`config.mk`:
```
export PLATFORM = sky130hd
export DESIGN_NAME = serial_xfer_ctrl
export DESIGN_NICKNAME = d
export VERILOG_FILES = /design/src/rtl/serial_xfer_ctrl.sv
export SDC_FILE = /design/constraint.sdc
export NUM_CORES = 1
export LEC_CHECK = 0
export CORE_MARGIN = 4
export CORE_UTILIZATION = 25
export DETAILED_ROUTE_END_ITERATION = 7
export HOLD_SLACK_MARGIN = 0.05
export PLACE_DENSITY = 0.47
export SLEW_MARGIN = 5
export SYNTH_ARGS = -nofsm -noshare
export SYNTH_HDL_FRONTEND = slang
export SYNTH_SLANG_ARGS = --single-unit
```
`constraint.sdc`:
```
create_clock -name clk -period 1.2 [get_ports clk]
set_input_delay 0.24 -clock clk [delete_from_list [all_inputs] [get_ports clk]]
set_output_delay 0.24 -clock clk [all_outputs]
set_load 0.1 [all_outputs]
```
`src/rtl/serial_xfer_ctrl.sv`:
```
// Sequencer for a WIDTH-bit serial shift datapath. Each transfer loads a parallel
// word, shifts it out LSB-first on so while capturing si, then pulses done with the received word.
module serial_xfer_ctrl #(
  parameter int unsigned WIDTH = 4
) (
  input  logic             clk,
  input  logic             reset,
  input  logic             start,
  input  logic [WIDTH-1:0] din,
  input  logic             si,
  output logic             so,
  output logic             shift_en,
  output logic             busy,
  output logic             done,
  output logic [WIDTH-1:0] dout
);

  localparam int unsigned CNTW = $clog2(WIDTH);
  localparam logic [CNTW-1:0] LAST = CNTW'(WIDTH - 1);

  typedef enum logic [1:0] {
    IDLE  = 2'd0,
    SHIFT = 2'd1,
    DONE  = 2'd2
  } state_t;

  state_t           state;
  logic [WIDTH-1:0] tx_reg;
  logic [WIDTH-1:0] rx_reg;
  logic [CNTW-1:0]  cnt;

  // Sequencer state, datapath registers and registered status outputs.
  always_ff @(posedge clk or posedge reset) begin
    if (reset) begin
      state    <= IDLE;
      tx_reg   <= '0;
      rx_reg   <= '0;
      cnt      <= '0;
      shift_en <= 1'b0;
      busy     <= 1'b0;
      done     <= 1'b0;
    end else begin
      case (state)
        IDLE: begin
          if (start) begin
            tx_reg   <= din;
            cnt      <= '0;
            state    <= SHIFT;
            shift_en <= 1'b1;
            busy     <= 1'b1;
          end
        end
        SHIFT: begin
          tx_reg <= {1'b0, tx_reg[WIDTH-1:1]};
          rx_reg <= {si, rx_reg[WIDTH-1:1]};
          if (cnt == LAST) begin
            state    <= DONE;
            shift_en <= 1'b0;
            done     <= 1'b1;
          end else begin
            cnt <= cnt + CNTW'(1);
          end
        end
        DONE: begin
          state <= IDLE;
          done  <= 1'b0;
          busy  <= 1'b0;
        end
        default: begin
          state    <= IDLE;
          shift_en <= 1'b0;
          busy     <= 1'b0;
          done     <= 1'b0;
        end
      endcase
    end
  end

  // tx_reg has shifted out to all zeros by the end of SHIFT and is only reloaded
  // on entry to SHIFT, so its LSB is already 0 outside SHIFT.
  assign so   = tx_reg[0];
  assign dout = rx_reg;

endmodule
```
==> results by group <==
Status
  – Outcome: complete, no violations

Logic synthesis
  – Number of synthesized flops with an enable pin: 0
  – Ys Warns: 0
  – Async SR Flop Fraction: 100.0%
  – Dominant register cell in the synthesized netlist: sky130_fd_sc_hd__dfrtp_1
  – Syn_nets: 69
  – Gate Count Post-Synth: 60
  – Area of the mapped netlist: 665.6 sq um
  – Syn_area_per_cell: 11.09 sq um
  – Total of flip-flops plus latches after synthesis: 15
  – Part of the Yosys area used for sequential elements: 56.39%
  – Synth cell types: 24

CTS
  – Clock tree from TritonCTS: built
  – Number of levels in the clock H-tree: 1
  – Root Driver: sky130_fd_sc_hd__clkbuf_4
  – Clock-pin slew on the worst setup and hold paths: 0.09 ns
  – Total clock buffers created by CTS: 3
  – Deepest clock path buffer count: 2
  – Clock latency of the later-clocked register in the worst-skew pair: 0.28 ns
  – Clock sink total: 15

GRT
  – Global routing usage summed across all routing layers: 9.173%
  – Pin count of the biggest net entering global routing: 16
  – Number of antenna violations at the first check in global routing: 0
  – Remaining global-route overflow: 0
  – Global-route wire length before repair: 2.387 mm
  – Via count of the first global-routing pass: 536

Layout
  – Fraction of the core area covered by cells at the end of the flow: 40.09%
  – Fill cell total of the finished layout: 238
  – Antenna Diode Count: 0
  – Final nets: 93
  – Commonest cells after routing, fill and taps aside: sky130_fd_sc_hd__nor2_1, sky130_fd_sc_hd__dfrtp_1, sky130_fd_sc_hd__buf_12, sky130_fd_sc_hd__clkdlybuf4s50_1, sky130_fd_sc_hd__buf_4
  – Ratio of cells with drive above 1 in the final layout: 39.76%
  – Final non-filler cell area: 1002 sq um
  – Area added between synthesis and finish: 50.56%

Die
  – Initial cell density of the core: 26.63%
  – Die ar.: 3552 sq um
  – Die height: 59.60 um
  – Die Span X: 59.60 um
  – Cell row count: 18
  – Core region area: 2500 sq um
  – Boundary Pins: 16

Route
  – Highest routing layer actually used: met4
  – Average wire per cell in the routed design: 12.15 um
  – Met3 routed wirelength: 36 um
  – Initial DRC count: 5
  – Met2 Routed Length: 697 um
  – Count of antenna-violating nets left after detailed routing: 0
  – Number of remaining DRC errors: 0
  – Ratio of routed vias to standard cells: 4.416
  – Detailed-router iteration count before antenna repair: 3
  – Aggregate routed wire length: 1.373 mm
  – Total via count in the routed design: 499
  – Routed metal-1 wire length: 626 um

Critical path
  – Startpoint types: flip-flop
  – Critical path class: flip-flop to flip-flop
  – Setup slack of the worst register-to-register path: 0.04 ns
  – Kind of capture point of the worst setup path: flip-flop
  – Capture instance of the worst register-to-register path: dout[0]
  – Endpoint arrival time on the critical path: 1.33 ns
  – Worst reg2reg path depth: 2
  – FF-to-FF Start: state[1]
  – Setup crit start: state[1]
  – Worst-path fanout max: 7
  – Data required time of the worst path: 1.37 ns

STA
  – Transition at the pin with the smallest max-transition slack: 0.2991 ns
  – Clock Skews: 0.001041 ns
  – Count of final max-slew check failures: 0
  – Min Tclk post-route: 1.158 ns
  – Maximum clock rate: 863.8 MHz
  – Worst-case headroom to the max-slew limit: 79.78%
  – Final setup fails: 0
  – RSZ-0062 raised after global routing: no
  – Fin crit share: 96.47%
  – Final Hold Viols: 0

Placed design
  – Last weighted congestion value of the routability-driven placer: 0.7396
  – Total of buffers placed on input and output ports: 15
  – Placed cell area: 968.4 sq um
  – Placed wire-length estimate after detailed placement: 1.036 mm

Hold path
  – Worst min path class: input pin to async pin

Job
  – MaxCap Viol Count: 0
## cells in the mapped netlist (2+ instances only)
master	count	area share (%)
sky130_fd_sc_hd__nor2_1	10	5.6
sky130_fd_sc_hd__buf_4	2	2.3
sky130_fd_sc_hd__inv_1	4	2.3
sky130_fd_sc_hd__nand2_1	2	1.1
sky130_fd_sc_hd__a21oi_1	5	3.8
sky130_fd_sc_hd__nor3_1	2	1.5
sky130_fd_sc_hd__dfrtp_1	15	56
sky130_fd_sc_hd__mux2_2	4	6.8
## worst max path at each step
stage	to	slack, ns	depth (start not counted)
2_1_floorplan	dout[0]	-0.07	1
3_3_place_gp	shift_en	-0.14	4
3_5_place_dp	shift_en	-0.20	4
4_1_cts	dout[0]	0.008	2
5_1_grt	dout[3]	0.0003	2
6_report	dout[0]	0.04	2
## metrics by stage
step	worst slack [ns]	instances	TNS, ns	hold WS (ns)
finish	0.04237	113	0	0.2563
global route	0.0003383	113	0	0.3045
CTS	0.007671	113	0	0.2557
detailed placement	-0.1991	109	-1.003	0.4863
global placement	-0.1422	109	-0.7452	0.4868
floorplan	-0.06915	60	-0.1338	0.1412
## what timing repair did
item	4_1_cts	5_1_grt
hold endpoints to repair	0	0
hold buffers	0	0
buffers inserted	0	0
resized for setup	0	3
endpoints found under the setup margin	0	7
## cells by family after synthesis
family / Yosys count / synth area share [%]
simple gates: 19 / 14.66
compound gates: 15 / 15.79
buf+inv: 6 / 4.510
fa+ha+maj: 1 / 1.879
flops: 15 / 56.39
mux: 4 / 6.766
## worst max-delay path: stages, from the launching register on
cell                      delay (ns)
sky130_fd_sc_hd__dfrtp_2        0.47
sky130_fd_sc_hd__nor2_2         0.23
sky130_fd_sc_hd__mux2_2         0.36
## area by class of cell
cell class	count	area [sq um]	share of cell area, %
Multi-Input combinational cell	39	265.3	26.47
Sequential cell	15	381.6	38.08
Clock buffer	3	22.52	2.247
Clock inverter	1	5.005	0.4994
Inverter	4	15.01	1.498
Timing Repair Buffer	21	275.3	27.47
Tap cell	30	37.54	3.745
## layer usage
metal	GRT usage, %	vias to the layer above
li1	-	255
met1	10.87	236
met2	14.82	6
met3	3.486	2
met4	3.797	0
met5	0	-
Power is left out: the tool's default activity adds up to more than one toggle a clock period on the data nets, which glitch-free logic cannot reach.
